==> src/rtl/alu_arbiter.sv <==
// alu_arbiter: shares one external combinational ALU between two requesters.
// Each op is accepted in IDLE, executes for one cycle and responds for one cycle.
module alu_arbiter #(
  parameter int DATA_W     = 8,
  parameter int OP_W       = 5,
  parameter int PRIO_FIXED = 0
) (
  input  logic              clk,
  input  logic              reset,
  input  logic              req0_valid,
  input  logic [DATA_W-1:0] req0_a,
  input  logic [DATA_W-1:0] req0_b,
  input  logic [OP_W-1:0]   req0_op,
  output logic              req0_ready,
  input  logic              req1_valid,
  input  logic [DATA_W-1:0] req1_a,
  input  logic [DATA_W-1:0] req1_b,
  input  logic [OP_W-1:0]   req1_op,
  output logic              req1_ready,
  output logic              rsp0_valid,
  output logic              rsp1_valid,
  output logic [DATA_W-1:0] rsp_result,
  output logic              rsp_c,
  output logic              rsp_z,
  output logic              rsp_s,
  output logic [DATA_W-1:0] alu_a,
  output logic [DATA_W-1:0] alu_b,
  output logic [OP_W-1:0]   alu_op,
  input  logic [DATA_W-1:0] alu_result,
  input  logic              alu_c,
  input  logic              alu_z,
  input  logic              alu_s
);
  typedef enum logic [1:0] {IDLE, EXEC, RESP} state_t;
  state_t state_q, state_d;
  logic owner_q, owner_d, last_grant_q, last_grant_d, grant, accept;
  logic [DATA_W-1:0] alu_a_q, alu_a_d, alu_b_q, alu_b_d, rsp_result_q, rsp_result_d;
  logic [OP_W-1:0] alu_op_q, alu_op_d;
  logic rsp_c_q, rsp_c_d, rsp_z_q, rsp_z_d, rsp_s_q, rsp_s_d;
  logic capture;
  always_comb begin
    // on a tie, round-robin favours whoever did not win last time
    grant = (req0_valid && req1_valid) ? ((PRIO_FIXED != 0) ? 1'b0 : ~last_grant_q) : req1_valid;
    req0_ready = (state_q == IDLE) && req0_valid && !grant;
    req1_ready = (state_q == IDLE) && req1_valid && grant;
    accept = req0_ready || req1_ready;
    capture = (state_q == EXEC);
    owner_d = accept ? grant : owner_q;
    last_grant_d = accept ? grant : last_grant_q;
    alu_a_d = accept ? (grant ? req1_a : req0_a) : alu_a_q;
    alu_b_d = accept ? (grant ? req1_b : req0_b) : alu_b_q;
    alu_op_d = accept ? (grant ? req1_op : req0_op) : alu_op_q;
    rsp_result_d = capture ? alu_result : rsp_result_q;
    rsp_c_d = capture ? alu_c : rsp_c_q;
    rsp_z_d = capture ? alu_z : rsp_z_q;
    rsp_s_d = capture ? alu_s : rsp_s_q;
    state_d = state_q;
    case (state_q)
      IDLE:    state_d = accept ? EXEC : IDLE;
      EXEC:    state_d = RESP;
      default: state_d = IDLE;
    endcase
    rsp0_valid = (state_q == RESP) && !owner_q;
    rsp1_valid = (state_q == RESP) && owner_q;
    alu_a = alu_a_q;
    alu_b = alu_b_q;
    alu_op = alu_op_q;
    rsp_result = rsp_result_q;
    rsp_c = rsp_c_q;
    rsp_z = rsp_z_q;
    rsp_s = rsp_s_q;
  end
  always_ff @(posedge clk or posedge reset) begin
    if (reset) begin
      state_q <= IDLE;
      owner_q <= 1'b0;
      last_grant_q <= 1'b1;
      alu_a_q <= '0;
      alu_b_q <= '0;
      alu_op_q <= '0;
      rsp_result_q <= '0;
      rsp_c_q <= 1'b0;
      rsp_z_q <= 1'b0;
      rsp_s_q <= 1'b0;
    end else begin
      state_q <= state_d;
      owner_q <= owner_d;
      last_grant_q <= last_grant_d;
      alu_a_q <= alu_a_d;
      alu_b_q <= alu_b_d;
      alu_op_q <= alu_op_d;
      rsp_result_q <= rsp_result_d;
      rsp_c_q <= rsp_c_d;
      rsp_z_q <= rsp_z_d;
      rsp_s_q <= rsp_s_d;
    end
  end
endmodule

==> config.mk <==
export PLATFORM = sky130hd
export DESIGN_NAME = alu_arbiter
export DESIGN_NICKNAME = d
export VERILOG_FILES = /design/src/rtl/alu_arbiter.sv
export SDC_FILE = /design/constraint.sdc
export NUM_CORES = 1
export LEC_CHECK = 0
export ABC_AREA = 0
export ABC_CLOCK_PERIOD_IN_PS = 1900
export CAP_MARGIN = 20
export CORE_ASPECT_RATIO = 1.1
export CORE_MARGIN = 2
export CORE_UTILIZATION = 40
export CTS_BUF_LIST = sky130_fd_sc_hd__clkbuf_8
export DETAILED_ROUTE_END_ITERATION = 10
export PLACE_DENSITY = 0.91
export SLEW_MARGIN = 20
export SYNTH_ARGS = -nofsm -noshare
export SYNTH_HDL_FRONTEND = slang
export SYNTH_SLANG_ARGS = --single-unit
==> constraint.sdc <==
create_clock -name clk -period 1.9 [get_ports clk]
set_input_delay 0.285 -clock clk [delete_from_list [all_inputs] [get_ports clk]]
set_output_delay 0.285 -clock clk [all_outputs]
set_load 0.01 [all_outputs]
Yosys cells after proc, flatten, opt, wreduce, memory -nomap -nowiden
Index checks and enable logic that the tools add are counted.
W data, S select, Z words.
{ "classes": {"eq_ne": 2, "n_mux": 6, "n_bitwise": 1, "reduce_logical": 11} }
{ "op_table": {"columns": ["cell", "count"], "rows": [
  ["$mux W8", 2],
  ["$logic_and A1 B1 Y1", 7],
  ["$mux W5", 1],
  ["$pmux W2 S2", 1],
  ["$eq A2 B1 Y1 const B", 1],
  ["$eq A2 B2 Y1 const B", 1],
  ["$logic_not A1 Y1", 2],
  ["$logic_not A2 Y1", 1],
  ["$mux W1", 2],
  ["$logic_or A1 B1 Y1", 1],
  ["$not A1 Y1", 1]
]} }
{ "totals": {"ff_bits": 36, "inputBits": 57, "output_inout_bits": 36, "wordCells": 30} }

Depth between registers and ports, before layout
{ "logic_depth": {"word_depth": 7, "depth_mapped": 4, "ltp_nobuf": 3} }

Worst setup path before layout
OpenSTA, ideal clock, no wires.
{ "synth_timing": {"path_kind": "register to register", "startpoint": "register last_grant_q", "endpoint": "register alu_a_q[7] (netlist: alu_a[7])", "arrival_ns": 1.421, "setup_slack_ns": 0.354, "path_stages_with_launch": 5, "path_buffers": 1, "path_cell_list": "dfstp_2 -> a21bo_2 -> buf_6 -> mux2_4 -> mux2_2"} }
{ "synth_between": {"elab_chain_cells": 5, "word_cells_on_any_way": 7} }
{ "synth_rtl": {"columns": ["element", "line_no", "source"], "rows": [
  ["start, declared", "36", "logic owner_q, owner_d, last_grant_q, last_grant_d, grant, accept;"],
  ["start signal, assigned", "88", "last_grant_q <= last_grant_d;"],
  ["$not A1 Y1 *", "43", "grant = (req0_valid && req1_valid) ? ((PRIO_FIXED != 0) ? 1'b0 : ~last_grant_q) : req1_valid;"],
  ["$mux W1 *", "43", null],
  ["$logic_not A1 Y1", "44", "req0_ready = (state_q == IDLE) && req0_valid && !grant;"],
  ["$logic_and A1 B1 Y1", "44", null],
  ["$logic_or A1 B1 Y1", "46", "accept = req0_ready || req1_ready;"],
  ["end signal, assigned", "89", "alu_a_q <= alu_a_d;"],
  ["end, declared", "37", "logic [DATA_W-1:0] alu_a_q, alu_a_d, alu_b_q, alu_b_d, rsp_result_q, rsp_result_d;"]
]} }
Every way passes the cells marked *; elsewhere a longest branch is shown, timed or not.
A chain may end at the register's enable or synchronous reset.

Final worst setup path
{ "layout_timing": {"startpoint": "register state_q[0]", "endpoint": "output port rsp0_valid"} }
{ "layout_between": {"elab_chain_cells": 2} }
{ "layout_rtl": {"columns": ["element", "line_no", "source"], "rows": [
  ["start, declared", "35", "state_t state_q, state_d;"],
  ["start signal, assigned", "86", "state_q <= state_d;"],
  ["$eq A2 B2 Y1", "63", "rsp0_valid = (state_q == RESP) && !owner_q;"],
  ["$logic_and A1 B1 Y1", "63", null],
  ["end, declared", "20", "output logic rsp0_valid,"]
]} }
Every way passes these cells.

==> qor.csv <==
metric;value;unit
RR Startpoint;last_grant_q;
Max-cap violations;0;
cts bufs inserted;5;
design area;2820;µm²
n_diodes;0;
Starting Density;0.420;
Syn Std Cell Area;1690;µm²
GPL Wtd Cong;0.738;
Worst VDD drop;0.000951;V
WP data required;1620;ps
core footprint;4020;µm²
CP max FO;5;
Final Hold Viols;0;
setup violators final;0;
compound-cell area share of the yosys netlist;0.0200;
worst skew pair latency;290;ps
worst-margin pin slew;570;ps
outcome;completed;
CTS H-Tree Depth;2;
Worst setup startpoint;state_q[0];
final WL;3850;µm
post-synth cell types;20;
post-synthesis mux area share;0.393;
final period utilization;0.940;
via count;1259;
fraction of layout cells with a size suffix above 1;0.335;
initial antenna violation count;0;
TritonRoute pass-1 iters;4;
Hold Buf Count CTS;0;
Die Span Y;72.2;µm
RSZ-0062 raised after global routing;false;
Critical Path Source Type;flip-flop;
LEAKAGE;1.24;nW
ranking of synthesized cells by area;dfrtp_1 (52%), mux2_2 (23%), mux2_4 (16%);
CP endpoint kind;output pin;
synthesized area per cell;15.5;µm²
min Tclk post-route;1790;ps
IO Count;93;
Synth Area in Adders;0;
length in cells of the worst reg-to-reg path;4;
grt total ovfl;0;
Sink Count;36;
number of synthesized register bits;36;
setup skew after layout;7.48;ps
largest net degree at the start of global routing;37;
Slew Viols, Final;0;
Ys Warns;0;
Max Fclk;560;MHz
Remaining DRCs;0;
Initial DRC Count;22;
HP Class;in2async;
PwrDens;1470;nW/µm²
fin util;0.702;
worst relative slew slack;0.620;
area leader, netlist;dfrtp_1;
top cell type's share of synthesized area;0.518;
full die area;4760;µm²
vias in the first global route;1303;
Synth Instances;109;
detailed placement HPWL;3000;µm
reg2reg end;alu_b[5];
CP arrival;1500;ps
largest family of logic cells by synthesized area;multiplexers;
Horiz. Die Dim;66.0;µm
synth-to-layout area growth;67.1;%
CP endpoint;rsp0_valid;
root buf cell;clkbuf_8;
Tot GR Track Use;0.178;
Port Buffers;92;
sequential area share after synthesis;0.534;
critical setup path kind;reg2out;
Reg clk slew, reported paths;70;ps
Synth Area in Simple Gates;0.0244;
R2R Setup Slk;130;ps
CTS tree;built;
Post-Place Worst Slack;-176;ps
first-pass GRT wire length;6180;µm
nets@finish;268;
Post-Synth XOR/XNOR Area;0;
Final ANT Viol Nets;0;
Bufs on Longest Clock Path;2;
Via density;4.77;
Synthesized Nets;166;
setup TNS;0;ps
Worst Setup Slack, final;114;ps
placed cell area;2720;µm²
Site Rows;24;
Avg WL per Cell;14.6;µm
registers in the layout (all words and copies together) (netlist names):
signal,flops
rsp_s,1
rsp_result,8
alu_b,8
last_grant_q,1
rsp_z,1
owner_q,1
alu_op,5
rsp_c,1
alu_a,8
state_q,2
metrics by stage:
step / total power [W] / hold WS, ps / std cells
after CTS: 0.00423 / 399 / 264
final: 0.00415 / 386 / 264
after floorplan: 0.00241 / 348 / 109
after detailed placement: 0.00355 / 488 / 256
after global routing: 0.00441 / 486 / 264
after global placement: 0.00346 / 486 / 256
cell usage after synthesis, drive strengths merged:
| master | count |
|---|---|
| o21ai | 1 |
| a21oi | 1 |
| nor2 | 1 |
| inv | 3 |
| a21bo | 1 |
| nand2 | 1 |
| nor3 | 1 |
| a31oi | 1 |
| and3 | 1 |
| mux2 | 53 |
| nor3b | 1 |
| a21o | 1 |
| nand2b | 1 |
| dfrtp | 35 |
| buf | 5 |
| and3b | 1 |
| dfstp | 1 |
layer usage:
layer | GRT usage | vias to the layer above | part of all wire
li1 | - | 591 | -
met1 | 0.185 | 606 | 0.36
met2 | 0.319 | 57 | 0.53
met3 | 0.0806 | 5 | 0.094
met4 | 0.0544 | 0 | 0.012
met5 | 0 | - | 0
cell usage in the layout, fill, tap and decap left out, drive strengths merged, types with 2 or more instances in the layout:
cell and instances:
clkbuf 5, mux2 53, buf 8, inv 3, dfrtp 35, dlygate4sd2 2
clkdlybuf4s50 90
kinds of logic (layout without fill, tap and decap cells):
family,count (synthesis),in the layout
multiplexers,53,53
AND/OR/NAND/NOR,7,7
flip-flops,36,36
AO/OA/AOI/OAI,5,5
buffers and inverters,8,111
area by class of cell:
class	count	area, µm²
clock buffer	5	68.8
clock inverter	3	42.5
fill	278	1200
inverter	3	11.3
multi-input combinational	65	743
sequential	36	902
tap	52	65.1
timing repair buffer	100	991
where the power goes:
group / switching [W] / internal (W)
Sequential: 0.000222 / 0.00118
Clock: 0.000271 / 0.000388
Combinational: 0.000745 / 0.00135
Total: 0.00124 / 0.00292
what timing repair did:
action / CTS / global route
buffers inserted: 0 / 0
setup endpoints to repair: 2 / 0
resized for setup: 2 / 0
how the worst min path moves through the flow:
stage	start	endpoint	slack (ps)	cells past startpoint
final	reset	alu_a[7]	390	3
after floorplan	req0_valid	last_grant_q	350	1
after global placement	alu_op[3]	alu_op[3]	490	1
after CTS	reset	alu_a[7]	400	3
after detailed placement	alu_b[5]	alu_b[5]	490	1
after global routing	reset	rsp_result[0]	490	3
critical path, stage by stage, from the launching register on:
cell             delay, ps
dfrtp_1                430
nor3b_1                220
clkdlybuf4s50_1        570
(Power assumes the default switching activity.)
